## src/rtl/uart_rx_engine.sv

```systemverilog
// UART receiver: 2-flop synchronized rx, mid-bit sampling, optional even
// parity, framing check with break hold-off, selectable baud divisor.
module uart_rx_engine #(
  parameter int DATA_BITS = 8,
  parameter bit PARITY_EN = 1'b1
) (
  input  logic                 clk_in,
  input  logic                 rst,
  input  logic                 rx,
  input  logic                 s0,
  input  logic                 s1,
  output logic [DATA_BITS-1:0] dout,
  output logic                 done,
  output logic                 err,
  output logic                 busy
);

  localparam logic [2:0] IDLE   = 3'd0;
  localparam logic [2:0] START  = 3'd1;
  localparam logic [2:0] DATA   = 3'd2;
  localparam logic [2:0] PARITY = 3'd3;
  localparam logic [2:0] STOP   = 3'd4;
  localparam logic [2:0] BREAK  = 3'd5;

  localparam int BW = $clog2(DATA_BITS + 1);
  localparam logic [BW-1:0] LAST_BIT = BW'(DATA_BITS - 1);

  logic                 rx_m_q, rx_s_q;
  logic [2:0]           state_q, state_d;
  logic [7:0]           cnt_q, cnt_d;
  logic [1:0]           sel_q, sel_d;
  logic [BW-1:0]        bit_q, bit_d;
  logic [DATA_BITS-1:0] sh_q, sh_d;
  logic                 perr_q, perr_d;
  logic [DATA_BITS-1:0] dout_q, dout_d;
  logic                 done_q, done_d;
  logic                 err_q, err_d;

  logic [7:0] full_m1;
  logic [7:0] half_m1;
  logic       tick;

  // Full-bit reload uses the latched select; half-bit uses the live one.
  always_comb begin
    full_m1 = 8'd207;
    case (sel_q)
      2'b00:   full_m1 = 8'd207;
      2'b01:   full_m1 = 8'd103;
      2'b10:   full_m1 = 8'd51;
      default: full_m1 = 8'd25;
    endcase
    half_m1 = 8'd103;
    case ({s1, s0})
      2'b00:   half_m1 = 8'd103;
      2'b01:   half_m1 = 8'd51;
      2'b10:   half_m1 = 8'd25;
      default: half_m1 = 8'd12;
    endcase
  end

  assign tick = (cnt_q == 8'd0);

  always_comb begin
    state_d = state_q;
    cnt_d   = cnt_q;
    sel_d   = sel_q;
    bit_d   = bit_q;
    sh_d    = sh_q;
    perr_d  = perr_q;
    dout_d  = dout_q;
    done_d  = 1'b0;
    err_d   = 1'b0;
    case (state_q)
      IDLE: begin
        if (!rx_s_q) begin
          state_d = START;
          sel_d   = {s1, s0};
          cnt_d   = half_m1;
          bit_d   = '0;
          perr_d  = 1'b0;
        end
      end
      START: begin
        if (!tick) begin
          cnt_d = cnt_q - 8'd1;
        end else if (!rx_s_q) begin
          state_d = DATA;
          cnt_d   = full_m1;
        end else begin
          state_d = IDLE;
        end
      end
      DATA: begin
        if (!tick) begin
          cnt_d = cnt_q - 8'd1;
        end else begin
          sh_d = sh_q >> 1;
          sh_d[DATA_BITS-1] = rx_s_q;
          cnt_d = full_m1;
          if (bit_q == LAST_BIT) begin
            bit_d   = '0;
            state_d = PARITY_EN ? PARITY : STOP;
          end else begin
            bit_d = bit_q + 1'b1;
          end
        end
      end
      PARITY: begin
        if (!tick) begin
          cnt_d = cnt_q - 8'd1;
        end else begin
          perr_d  = (^sh_q) ^ rx_s_q;
          cnt_d   = full_m1;
          state_d = STOP;
        end
      end
      STOP: begin
        if (!tick) begin
          cnt_d = cnt_q - 8'd1;
        end else begin
          done_d  = 1'b1;
          dout_d  = sh_q;
          err_d   = perr_q | ~rx_s_q;
          cnt_d   = 8'd0;
          state_d = rx_s_q ? IDLE : BREAK;
        end
      end
      BREAK: begin
        // Hold off until the line returns high so a stuck-low line
        // yields a single errored frame.
        if (rx_s_q) state_d = IDLE;
      end
      default: state_d = IDLE;
    endcase
  end

  always_ff @(posedge clk_in or posedge rst) begin
    if (rst) begin
      rx_m_q  <= 1'b1;
      rx_s_q  <= 1'b1;
      state_q <= IDLE;
      cnt_q   <= 8'd0;
      sel_q   <= 2'b00;
      bit_q   <= '0;
      sh_q    <= '0;
      perr_q  <= 1'b0;
      dout_q  <= '0;
      done_q  <= 1'b0;
      err_q   <= 1'b0;
    end else begin
      rx_m_q  <= rx;
      rx_s_q  <= rx_m_q;
      state_q <= state_d;
      cnt_q   <= cnt_d;
      sel_q   <= sel_d;
      bit_q   <= bit_d;
      sh_q    <= sh_d;
      perr_q  <= perr_d;
      dout_q  <= dout_d;
      done_q  <= done_d;
      err_q   <= err_d;
    end
  end

  assign dout = dout_q;
  assign done = done_q;
  assign err  = err_q;
  assign busy = (state_q != IDLE);

endmodule

```

## config.mk

```make
export PLATFORM = sky130hd
export DESIGN_NAME = uart_rx_engine
export DESIGN_NICKNAME = d
export VERILOG_FILES = /design/src/rtl/uart_rx_engine.sv
export SDC_FILE = /design/constraint.sdc
export NUM_CORES = 1
export LEC_CHECK = 0
export ABC_AREA = 1
export ABC_CLOCK_PERIOD_IN_PS = 1650
export BUFFER_PORTS_ARGS = -buffer_cell sky130_fd_sc_hd__buf_2
export CAP_MARGIN = 25
export CELL_PAD_IN_SITES_DETAIL_PLACEMENT = 1
export CELL_PAD_IN_SITES_GLOBAL_PLACEMENT = 1
export CORE_MARGIN = 2
export CORE_UTILIZATION = 45
export DETAILED_ROUTE_END_ITERATION = 8
export GPL_ROUTABILITY_DRIVEN = 1
export PLACE_DENSITY_LB_ADDON = 0.08
export SYNTH_ARGS = -nofsm -noshare
export SYNTH_HDL_FRONTEND = slang
export SYNTH_SLANG_ARGS = --single-unit
export TNS_END_PERCENT = 50
```

## constraint.sdc

```tcl
create_clock -name clk_in -period 1.65 [get_ports clk_in]
set_input_delay 0.0825 -clock clk_in [delete_from_list [all_inputs] [get_ports clk_in]]
set_output_delay 0.0825 -clock clk_in [all_outputs]
set_load 0.005 [all_outputs]
```

Word level (Yosys, flattened, before mapping)

Index checks and enable logic that the tools add are counted.

Register bits after elaboration: 38
Output and inout port bits: 11
Word-level logic and storage cells: 80

Add/sub/neg operators: 2
Equal/unequal tests: 18
Mux-type cells: 29
Bitwise operators: 3
Reductions and logical operators: 17

Operators by type and width:

| kind                                                                   | number |
|---|---|
| 8-bit 2-to-1 mux                                                       | 5 |
| 8-bit case mux with 4 select lines                                     | 1 |
| 3-bit 2-to-1 mux                                                       | 8 |
| 8-bit case mux with 3 select lines                                     | 1 |
| 7-bit case mux with 3 select lines                                     | 1 |
| 3-bit case mux with 6 select lines                                     | 1 |
| 2-bit inequality test (second input constant)                          | 7 |
| 4-bit 2-to-1 mux                                                       | 3 |
| 3-bit AND reduction                                                    | 3 |
| 8-bit logical NOT                                                      | 1 |
| 4-bit case mux with 2 select lines                                     | 1 |
| 8-bit XOR reduction                                                    | 1 |
| 8-bit by 1-bit subtractor with 8-bit output (second input constant)    | 1 |
| 7-bit AND reduction                                                    | 1 |
| 3-bit by 2-bit equality test with 1-bit output (second input constant) | 2 |
| 3-bit equality test (second input constant)                            | 2 |
| 1-bit 2-to-1 mux                                                       | 6 |
| 2-bit AND reduction                                                    | 3 |
| 4-bit by 1-bit adder with 4-bit output (second input constant)         | 1 |
| 2-bit by 1-bit equality test with 1-bit output (second input constant) | 2 |
| 2-bit equality test (second input constant)                            | 2 |
| 4-bit by 3-bit equality test with 1-bit output (second input constant) | 1 |
| 2-bit logical NOT                                                      | 2 |
| 2-bit nonzero test                                                     | 2 |
| other kinds (11)                                                       | 11 |

Longest topological paths before layout

Word-level depth: 5
Depth in mapped cells: 10
Depth with buffers taken out: 10

Worst setup path before layout

No wires, ideal clock.

Path type: register to register
Start: register cnt_q[0]
End: register cnt_q[3]
Setup time: 0.116 ns
Data arrival time: 1.321 ns
Data required time: 1.534 ns
Slack: 0.213 ns
Cell stages (with the launch flop): 11
Path through: dfrtp_1 -> inv_1 -> ha_1 -> nand2_2 -> nor2_8 -> buf_6 -> nor2_1 -> a21oi_1 -> nand2_1 -> nand2_1 -> nand2_1

Word-level cells in the longest chain between the ends: 3
Elaborated cells between the ends (all ways): 8
Classes of those cells: 1 x add/sub; 1 x eq/ne; 4 x mux; 2 x reduce/logical

Ends and longest elaborated chain:

| item                                                                             | line | text |
|---|---|---|
| start, declared                                                                  | 30   | `logic [7:0] cnt_q, cnt_d;` |
| start signal, assigned                                                           | 154  | `cnt_q <= cnt_d;` |
| 8-bit by 1-bit subtractor with 8-bit output or 8-bit logical NOT (tied branches) | n/a  |  |
| 8-bit 2-to-1 mux, or another cell as far along                                   | 118  | `if (!tick) begin` |
| 8-bit case mux with 4 select lines or 3-bit AND reduction (tied branches)        | n/a  |  |

Parallel ways exist; a longest one is shown, timed or not.
A chain may end at the register's enable or synchronous reset.

Worst setup path in the final report

Ends and elaborated chain as after synthesis.

==> impl_metrics.py <==
metrics = {
    "place": {
        "gp_congestion": 0.909,
        "dp_cells": 403,
        "place.detailed.hpwl_um": 4350,
        "numPortBuffers": 15,
    },
    "min_path": {
        "worstHoldPathCells": 3,
        "hold_class": "primary input to flop",
        "hold_start": "s1",
        "min_to": "sel_q[1]",
    },
    "yosys": {
        "synth.yosys.seq_area_share": 0.399,
        "ys_warn_count": 0,
        "synth_edf_count": 0,
        "syn_area_um2": 2390,
        "syn_nets": 328,
        "ys_async_sr_fraction": 1.00,
        "post_synth.cell_area_avg_um2": 7.69,
        "synth_seq_cells": 38,
        "synth_top_flop_cell": "dfrtp_1",
        "ys_types": 34,
        "netlist_instances": 311,
    },
    "drt": {
        "drt-vias-per-instance": 5.07,
        "drc": 0,
        "routed_wl_um": 6340,
        "drtPass1Iterations": 4,
        "ant_nets": 0,
        "dr_total_vias": 2131,
        "drt_iter0_drc": 93,
        "drt-wirelength-per-cell_um": 15.1,
    },
    "sta": {
        "maxSlewViolCount": 0,
        "holdWs_ps": 79.2,
        "slew_headroom": 0.662,
        "finalHoldViolations": 0,
        "tightestPinTransition_ps": 507,
        "timing.final.crit_share": 0.971,
        "period_minus_slack_ps": 1600,
        "finalSetupViolCount": 0,
        "finClkSkew_ps": 10.3,
        "fmax_ghz": 0.624,
    },
    "layout": {
        "area.growth.synth_to_final_pct": 18.9,
        "finalNetCount": 366,
        "n_fill_cell": 663,
        "stdcell_count": 420,
        "utilization": 0.557,
        "layout_common_cells": "nand2_1 (90), dfrtp_1 (35), inv_1 (33)",
        "diodes": 0,
        "mostFrequentLayoutCell": "nand2_1",
        "drive_above_1_share": 0.246,
    },
    "floorplan": {
        "die-height_um": 76.9,
        "die-area_um2": 5920,
        "rows": 26,
        "core-area_um2": 5110,
        "initial_core_util": 0.468,
        "die_x_um": 76.9,
        "pin_count": 16,
    },
    "power_and_ir_drop": {
        "ir_drop_v": 0.000579,
        "power.leakage_nw": 1.46,
        "powerDensity_nw_per_um2": 1710,
    },
    "worst_setup_path": {
        "path_class": "flop to flop",
        "start_kind": "flop",
        "r2r-end": "cnt_q[3]",
        "r2r_slack_ps": 50,
        "worstPathMaxFanout": 7,
        "cp-end-kind": "flop",
        "reg2reg_depth": 10,
        "r2r_start": "cnt_q[0]",
        "required_ps": 1850,
        "worstPathArrival_ps": 1800,
    },
    "clock_network": {
        "clkLatencyLatePin_ps": 300,
        "cts_made_buffers": 5,
        "clock_sink_count": 38,
        "h-tree-depth": 2,
        "clk_pin_slew_ps": 90,
        "cts_tree": "built",
        "clock_path_buffers": 2,
        "clockRootBuffer": "clkbuf_8",
    },
    "global_routing": {
        "grt_usage": 0.215,
        "antenna_found_initial": 0,
        "grt_max_degree": 39,
        "grt_pass1_wl_um": 9920,
        "grt.overflow.total": 0,
        "grt_pass1_vias": 2114,
    },
    "run_status": {
        "status": "finished clean",
    },
    "run": {
        "drv_cap": 0,
    },
}
==> sequential cells by signal, indices dropped and copies added (netlist names) <==
| name | flops |
|---|---|
| dout | 8 |
| done | 1 |
| rx_m_q | 1 |
| perr_q | 1 |
| err | 1 |
| cnt_q | 8 |
| sel_q | 2 |
| state_q | 3 |
| rx_s_q | 1 |
| sh_q | 8 |
| bit_q | 4 |
==> cells by family after synthesis <==
| kind of cell | count (synthesis) | synth area share |
|---|---|---|
| flops | 38 | 0.399 |
| xor+xnor | 6 | 0.0220 |
| simple gates | 160 | 0.326 |
| buf+inv | 47 | 0.0816 |
| fa+ha+maj | 12 | 0.0628 |
| compound gates | 48 | 0.109 |
==> per-stage QoR <==
step | power, mW | area, um^2 | worst slack, ps | TNS, ps
finish | 4.87 | 2840 | 48.4 | 0
global route | 5.23 | 2840 | -24.4 | -73.6
CTS | 4.74 | 2770 | 39.0 | 0
detailed placement | 3.72 | 2610 | 70.6 | 0
global placement | 3.68 | 2610 | 126 | 0
floorplan | 3.04 | 2390 | 213 | 0
==> how the worst max path moves through the flow <==
| stage | start | end | slack, ps |
|---|---|---|---|
| after floorplan | cnt_q[0] | cnt_q[3] | 210 |
| after global placement | state_q[2] | cnt_q[6] | 130 |
| after detailed placement | cnt_q[0] | cnt_q[6] | 70 |
| after CTS | cnt_q[0] | cnt_q[6] | 40 |
| after global routing | cnt_q[0] | dout[4] | -20 |
| final | cnt_q[0] | cnt_q[3] | 50 |
==> report_power, final <==
group          switching (mW)  internal (mW)
registers               0.224           1.13
logic                    1.60          0.937
clock network           0.373          0.606
total                    2.20           2.68
==> synth_stat cells, types with 2 or more instances <==
cell,count,area share
inv_2,8,0.013
nor3_1,2,0.0042
a21oi_1,11,0.023
nand2_1,90,0.14
nor2_4,4,0.019
nor2_8,2,0.017
o21ai_0,7,0.015
dfrtp_1,36,0.38
xor2_1,5,0.018
a21oi_2,2,0.0073
nand3_1,19,0.040
nand2_2,9,0.024
ha_1,12,0.063
inv_1,33,0.052
o21ai_1,22,0.046
nor2_1,19,0.030
dfstp_2,2,0.022
nand3b_1,3,0.0094
inv_4,2,0.0052
nor2_2,8,0.021
buf_2,2,0.0042
==> final cells by class <==
| class | count | area [um^2] | share of cell area |
|---|---|---|---|
| repair buffers | 34 | 223 | 0.0783 |
| clock buffers | 5 | 68.8 | 0.0242 |
| inverters | 43 | 169 | 0.0594 |
| multi-input cells | 227 | 1270 | 0.447 |
| clock inverters | 3 | 68.8 | 0.0242 |
| flip-flops and latches | 38 | 955 | 0.336 |
| well taps | 70 | 87.6 | 0.0308 |
==> what timing repair did <==
action | in CTS | in global routing
hold buffers | 2 | 0
setup endpoints to repair | 0 | 31
gates resized for setup | 0 | 7
setup buffers | 0 | 6
hold endpoints to repair | 37 | 0
==> worst max-delay path, cell delays in order (launching register included) <==
cell and delay [ps]:
dfrtp_1 410, inv_1 110, ha_2 210, nand2_4 80, nor2_8 180, buf_4 140
nor2_1 30, a21oi_1 130, nand2_1 90, nand2_1 90, nand2_1 50
==> metal layers <==
layer,up-vias,wire [um],track usage
met5,-,0,0
met4,0,174,0.0782
met3,15,182,0.0341
met2,36,3170,0.372
met1,1028,2810,0.269
li1,1052,-,-
No activity file was read; power rests on OpenSTA's default activity.
